<file path="src/rtl/regfile_alu_sequencer.sv">
// ============================================================================
//  Module      : regfile_alu_sequencer
//  Description : Four-state command sequencer (IDLE/READ/EXEC/WRITE) that owns
//                the read and write ports of an 8x8 register file. It accepts
//                one ALU command per valid/ready handshake, reads both source
//                registers, computes the result, and writes it back. It also
//                keeps zero/carry flags for the most recent non-NOP command.
//  Revision    : 1.0 - initial release
// ============================================================================
`default_nettype none

module regfile_alu_sequencer #(
    parameter int DW = 8,
    parameter int AW = 3
) (
    input  logic          Clk,
    input  logic          rst_n,
    input  logic          cmd_valid,
    output logic          cmd_ready,
    input  logic [2:0]    cmd_op,
    input  logic [AW-1:0] cmd_rd,
    input  logic [AW-1:0] cmd_rs,
    input  logic [AW-1:0] cmd_rt,
    input  logic [DW-1:0] cmd_imm,
    output logic [AW-1:0] RX,
    output logic [AW-1:0] RY,
    input  logic [DW-1:0] busX,
    input  logic [DW-1:0] busY,
    output logic          WEN,
    output logic [AW-1:0] RW,
    output logic [DW-1:0] busW,
    output logic          done,
    output logic          flag_zero,
    output logic          flag_carry
);

    localparam logic [1:0] c_IDLE  = 2'd0;
    localparam logic [1:0] c_READ  = 2'd1;
    localparam logic [1:0] c_EXEC  = 2'd2;
    localparam logic [1:0] c_WRITE = 2'd3;

    localparam logic [2:0] c_OP_ADD  = 3'b000;
    localparam logic [2:0] c_OP_SUB  = 3'b001;
    localparam logic [2:0] c_OP_AND  = 3'b010;
    localparam logic [2:0] c_OP_OR   = 3'b011;
    localparam logic [2:0] c_OP_XOR  = 3'b100;
    localparam logic [2:0] c_OP_ADDI = 3'b101;
    localparam logic [2:0] c_OP_LI   = 3'b110;
    localparam logic [2:0] c_OP_NOP  = 3'b111;

    logic [1:0]    r_state;
    logic [2:0]    r_op;
    logic [AW-1:0] r_rd;
    logic [DW-1:0] r_imm;
    logic [DW-1:0] r_a;
    logic [DW-1:0] r_b;
    logic [DW:0]   w_result;
    logic          w_wen;

    assign cmd_ready = (r_state == c_IDLE);

    // A write is suppressed for NOP and for destination r0.
    assign w_wen = (r_op != c_OP_NOP) && (r_rd != '0);

    // ALU: the extra MSB is the carry for adds and the borrow for SUB
    // (zero-extended subtraction wraps into bit DW exactly when A < B).
    always_comb begin
        w_result = '0;
        case (r_op)
            c_OP_ADD:  w_result = {1'b0, r_a} + {1'b0, r_b};
            c_OP_SUB:  w_result = {1'b0, r_a} - {1'b0, r_b};
            c_OP_AND:  w_result = {1'b0, r_a & r_b};
            c_OP_OR:   w_result = {1'b0, r_a | r_b};
            c_OP_XOR:  w_result = {1'b0, r_a ^ r_b};
            c_OP_ADDI: w_result = {1'b0, r_a} + {1'b0, r_imm};
            c_OP_LI:   w_result = {1'b0, r_imm};
            default:   w_result = '0;
        endcase
    end

    // Sequencer FSM with all regfile-facing outputs and flags registered.
    always_ff @(posedge Clk or negedge rst_n) begin
        if (!rst_n) begin
            r_state    <= c_IDLE;
            r_op       <= c_OP_NOP;
            r_rd       <= '0;
            r_imm      <= '0;
            r_a        <= '0;
            r_b        <= '0;
            RX         <= '0;
            RY         <= '0;
            RW         <= '0;
            busW       <= '0;
            WEN        <= 1'b0;
            done       <= 1'b0;
            flag_zero  <= 1'b0;
            flag_carry <= 1'b0;
        end else begin
            case (r_state)
                c_IDLE: begin
                    if (cmd_valid) begin
                        r_op    <= cmd_op;
                        r_rd    <= cmd_rd;
                        r_imm   <= cmd_imm;
                        RX      <= cmd_rs;
                        RY      <= cmd_rt;
                        r_state <= c_READ;
                    end
                end
                c_READ: begin
                    r_a     <= busX;
                    r_b     <= busY;
                    r_state <= c_EXEC;
                end
                c_EXEC: begin
                    busW <= w_result[DW-1:0];
                    RW   <= r_rd;
                    if (r_op != c_OP_NOP) begin
                        flag_zero  <= (w_result[DW-1:0] == '0);
                        flag_carry <= w_result[DW];
                    end
                    WEN     <= w_wen;
                    done    <= 1'b1;
                    r_state <= c_WRITE;
                end
                c_WRITE: begin
                    WEN     <= 1'b0;
                    done    <= 1'b0;
                    r_state <= c_IDLE;
                end
                default: begin
                    WEN     <= 1'b0;
                    done    <= 1'b0;
                    r_state <= c_IDLE;
                end
            endcase
        end
    end

endmodule

`default_nettype wire

</file>
<file path="config.mk">
export PLATFORM = sky130hd
export DESIGN_NAME = regfile_alu_sequencer
export DESIGN_NICKNAME = d
export VERILOG_FILES = /design/src/rtl/regfile_alu_sequencer.sv
export SDC_FILE = /design/constraint.sdc
export NUM_CORES = 1
export LEC_CHECK = 0
export CORE_MARGIN = 4
export CORE_UTILIZATION = 35
export DETAILED_ROUTE_END_ITERATION = 16
export GPL_TIMING_DRIVEN = 0
export PLACE_DENSITY = 0.66
export SLEW_MARGIN = 20
export SYNTH_ARGS = -nofsm -noshare
export SYNTH_HDL_FRONTEND = slang
export SYNTH_SLANG_ARGS = --single-unit
</file>
<file path="constraint.sdc">
create_clock -name Clk -period 4.6 [get_ports Clk]
set_input_delay 0.46 -clock Clk [delete_from_list [all_inputs] [get_ports Clk]]
set_output_delay 0.46 -clock Clk [all_outputs]
set_load 0.03 [all_outputs]
</file>
==> results of run 1 <==
[cell usage in the layout (no fill, tap or decap), types with 2 or more instances in the layout]
cell | Yosys | layout
clkdlybuf4s50_1 | 0 | 59
nand2b_1 | 4 | 4
buf_6 | 4 | 4
nand2_1 | 27 | 27
a31o_2 | 2 | 2
o21ai_0 | 34 | 34
nor2_1 | 15 | 15
a221o_1 | 2 | 2
a22oi_1 | 9 | 9
xnor2_1 | 3 | 3
o22ai_1 | 2 | 2
dfstp_2 | 3 | 3
ha_1 | 30 | 30
inv_1 | 27 | 27
mux2i_1 | 7 | 7
mux2_2 | 23 | 23
dfrtp_1 | 50 | 50
xor2_1 | 4 | 4
a21oi_1 | 14 | 14
clkbuf_1 | 8 | 8
clkbuf_8 | 0 | 5
o2bb2ai_1 | 5 | 5
o31ai_1 | 3 | 3
nor2b_1 | 4 | 4
nor3_1 | 8 | 8
and2_1 | 2 | 2
nor2b_4 | 2 | 2
nand3_1 | 4 | 4
[per-stage QoR]
step / instances / setup WS [ns]
2_1_floorplan: 323 / 1.35
3_3_place_gp: 491 / 0.532
3_5_place_dp: 491 / 0.492
4_1_cts: 499 / 0.461
5_1_grt: 499 / 0.0558
6_report: 499 / 0.362
[registers in the layout (all words and copies together) (netlist names)]
signal,flops
r_b,8
flag_zero,1
r_op,3
RW,3
done,1
r_imm,8
flag_carry,1
r_rd,3
r_a,8
WEN,1
RX,3
RY,3
r_state,2
busW,8
[power groups by stage]
stage | Sequential (W) | Combinational (W) | Clock (W)
2_1_floorplan | 0.00104 | 0.00142 | 0
3_3_place_gp | 0.000913 | 0.00219 | 0
3_5_place_dp | 0.000925 | 0.00222 | 0
4_1_cts | 0.000915 | 0.00224 | 0.000355
5_1_grt | 0.000950 | 0.00248 | 0.000371
6_report | 0.000917 | 0.00223 | 0.000345
[routing by layer]
layer  global-route usage (%)  routed length, um
met3                     4.62                564
met4                     4.97                121
met2                     26.3               4000
met1                     20.3               3850
met5                        0                  0
[worst paths after layout]
| check | start | end | slack (ns) | cells past startpoint |
|---|---|---|---|---|
| worst max-delay path | r_op[2] | flag_zero | 0.36 | 15 |
| worst min-delay path | rst_n | r_a[4] | 0.16 | 1 |
| worst max register to register | r_op[2] | flag_zero | 0.36 | 15 |
| worst min register to register | done | done | 0.51 | 2 |
| max in group asynchronous | rst_n | busW[4] | 3.99 | 1 |
| min in group Clk | done | done | 0.51 | 2 |
[layout make-up]
cell class | instances | area, um^2 | share of cell area, %
clock inverters | 3 | 50.0 | 1.22
clock buffers | 5 | 68.8 | 1.67
inverters | 28 | 105 | 2.55
well taps | 108 | 135 | 3.28
plain buffers | 14 | 83.8 | 2.04
multi-input cells | 228 | 1750 | 42.4
flip-flops and latches | 53 | 1330 | 32.3
repair buffers | 60 | 598 | 14.5
[cell families (layout without fill, tap and decap cells)]
kind of cell	count (synthesis)	count (layout)	synth area share, %
xor+xnor	7	7	1.88
mux	31	31	10.4
simple gates	74	74	11.6
buf+inv	42	110	5.79
fa+ha+maj	31	31	12.1
compound gates	85	85	17.5
flops	53	53	40.7
[worst reg2reg max path, cell delays in order, from the launching register on]
cell,delay [ns]
dfstp_2,0.54
buf_6,0.15
clkbuf_1,0.51
inv_1,0.19
nor2_1,0.62
nand2_1,0.11
o21ai_0,0.10
ha_1,0.23
inv_1,0.06
fa_1,0.51
inv_1,0.05
a221o_1,0.34
a22oi_1,0.25
nand3_1,0.13
nor4_2,0.19
a41o_1,0.20
==> run summary, run 1 <==
Outcome - complete, no violations
Via count - 2663
Synthesis-stage register bit count - 53
Share of cells above drive strength 1 - 13.3%
P_sw - 0.00165 W
Final Hold Viols - 0
Maximum VDD drop - 0.313 mV
Die width - 105 um
Die Y-Extent - 105 um
Top-count cell post-synth - dfrtp_1
Post-CTS sizing - 0
Core Region - 8890 um^2
List of most frequent post-synthesis cells - dfrtp_1 (50), o21ai_0 (34), ha_1 (30)
Drc violations - 0
Drt pass-1 iters - 5
Routability cong. - 0.880
Worst-case clock buffer depth - 2
CTS Root Cell - clkbuf_8
Setup TNS - 0 ns
Leak Pwr - 1.80 nW
Critical path buffers and inverters - 5
Finish-stage setup viols - 0
Syn_area_per_cell - 10.1 um^2
Fmax - 0.236 GHz
Async SR Flop Fraction - 100%
Vias per cell - 5.34
Distinct cells, synth - 53
Clk_lat worst skew - 0.32 ns
Switching Share - 47.3%
Worst endpoint required time - 4.86 ns
Fin area - 4120 um^2
Hold WS - 0.160 ns
CP max FO - 10
Rel. slew slack - 51.2%
Final Critical Period - 4.24 ns
Largest net degree at the start of global routing - 54
Layout fillers - 853
Area Overhead vs Synth - 26.1%
Period utilisation layout - 92.1%
Cell Area, Synth - 3260 um^2
Max-slew violation count - 0
Top-area cell type share of the netlist area - 38.3%
CP Launch Type - flop
Reg clk slew, reported paths - 0.11 ns
Yosys warnings - 0
CP endpoint kind - flop
Max_cap viols - 0
RSZ-0062 raised after global routing - false
Synthesized Nets - 393
Total Routing Usage GR - 15.9%
Num CTS Buffers - 5
Row count - 34
Top Ports - 61
Vias in the first global route - 2791
CTS Hold Buffers Added - 0
PortBufs - 60
Post-CTS Setup Inserts - 0
Top FF cell, synth - dfrtp_1
Post-layout util - 46.3%
Hold Crit Class - in -> async
Worst path cell trace - buf_6 -> clkbuf_1 -> inv_1 -> nor2_1 -> nand2_1 -> o21ai_0 -> ha_1 -> inv_1 -> fa_1 -> inv_1 -> a221o_1 -> a22oi_1 -> nand3_1 -> nor4_2 -> a41o_1
Die area - 10900 um^2
Initial DRC count - 175
Initial Util - 36.7%
Worst setup path category - reg -> reg
Detail Placement HPWL - 6.37 mm
Pint - 0.00184 W
EDFF count, synth - 0
Synth area leader - dfrtp_1
Number of clock sinks - 53
TritonCTS clock tree - yes
Tot Pwr - 0.00349 W
H-tree Lvls - 2
Initial antenna violation count - 0
Drt wl/cell - 17.1 um
Total gr overflow - 0
Placed Instance Area - 4000 um^2
Critical path's slowest cell - nor2_1
Slowest cell delay on critical path - 0.62 ns
Ant. Diodes - 0
Sequential area share after synthesis - 40.7%
Sequential Power Share - 26.2%
CP arrival - 4.50 ns
CP top delay family - simple AND/OR/NAND/NOR gates
Layout Skew - 0.0106 ns
Post-Synthesis Cells - 323
Least-Margin Pin Slew - 0.730 ns
Final nets - 460
Clock Power Share - 9.9%
Post-route antenna net violation count - 0
Logic pwr share - 63.9%
Top cells by area, synth - dfrtp_1 (38%), ha_1 (11%), mux2_2 (7.9%)
Pwr/cell area - 849 nW/um^2
First-pass GRT wire length - 14.0 mm
Routed WL - 8.54 mm
Crit-path most repeated cell - inv_1
No activity file was read; power rests on OpenSTA's default activity.
==> inputs of run 2 (changes only) <==
--- a/config.mk
+++ b/config.mk
@@ -5,6 +5,7 @@
 export SDC_FILE = /design/constraint.sdc
 export NUM_CORES = 1
 export LEC_CHECK = 0
+export CAP_MARGIN = 20
 export CORE_MARGIN = 4
 export CORE_UTILIZATION = 35
 export DETAILED_ROUTE_END_ITERATION = 16
@@ -14,3 +15,4 @@
 export SYNTH_ARGS = -nofsm -noshare
 export SYNTH_HDL_FRONTEND = slang
 export SYNTH_SLANG_ARGS = --single-unit
+export TNS_END_PERCENT = 50
==> results of run 2 <==
No change in the layout: final DEF, timing and power equal those of run 1.
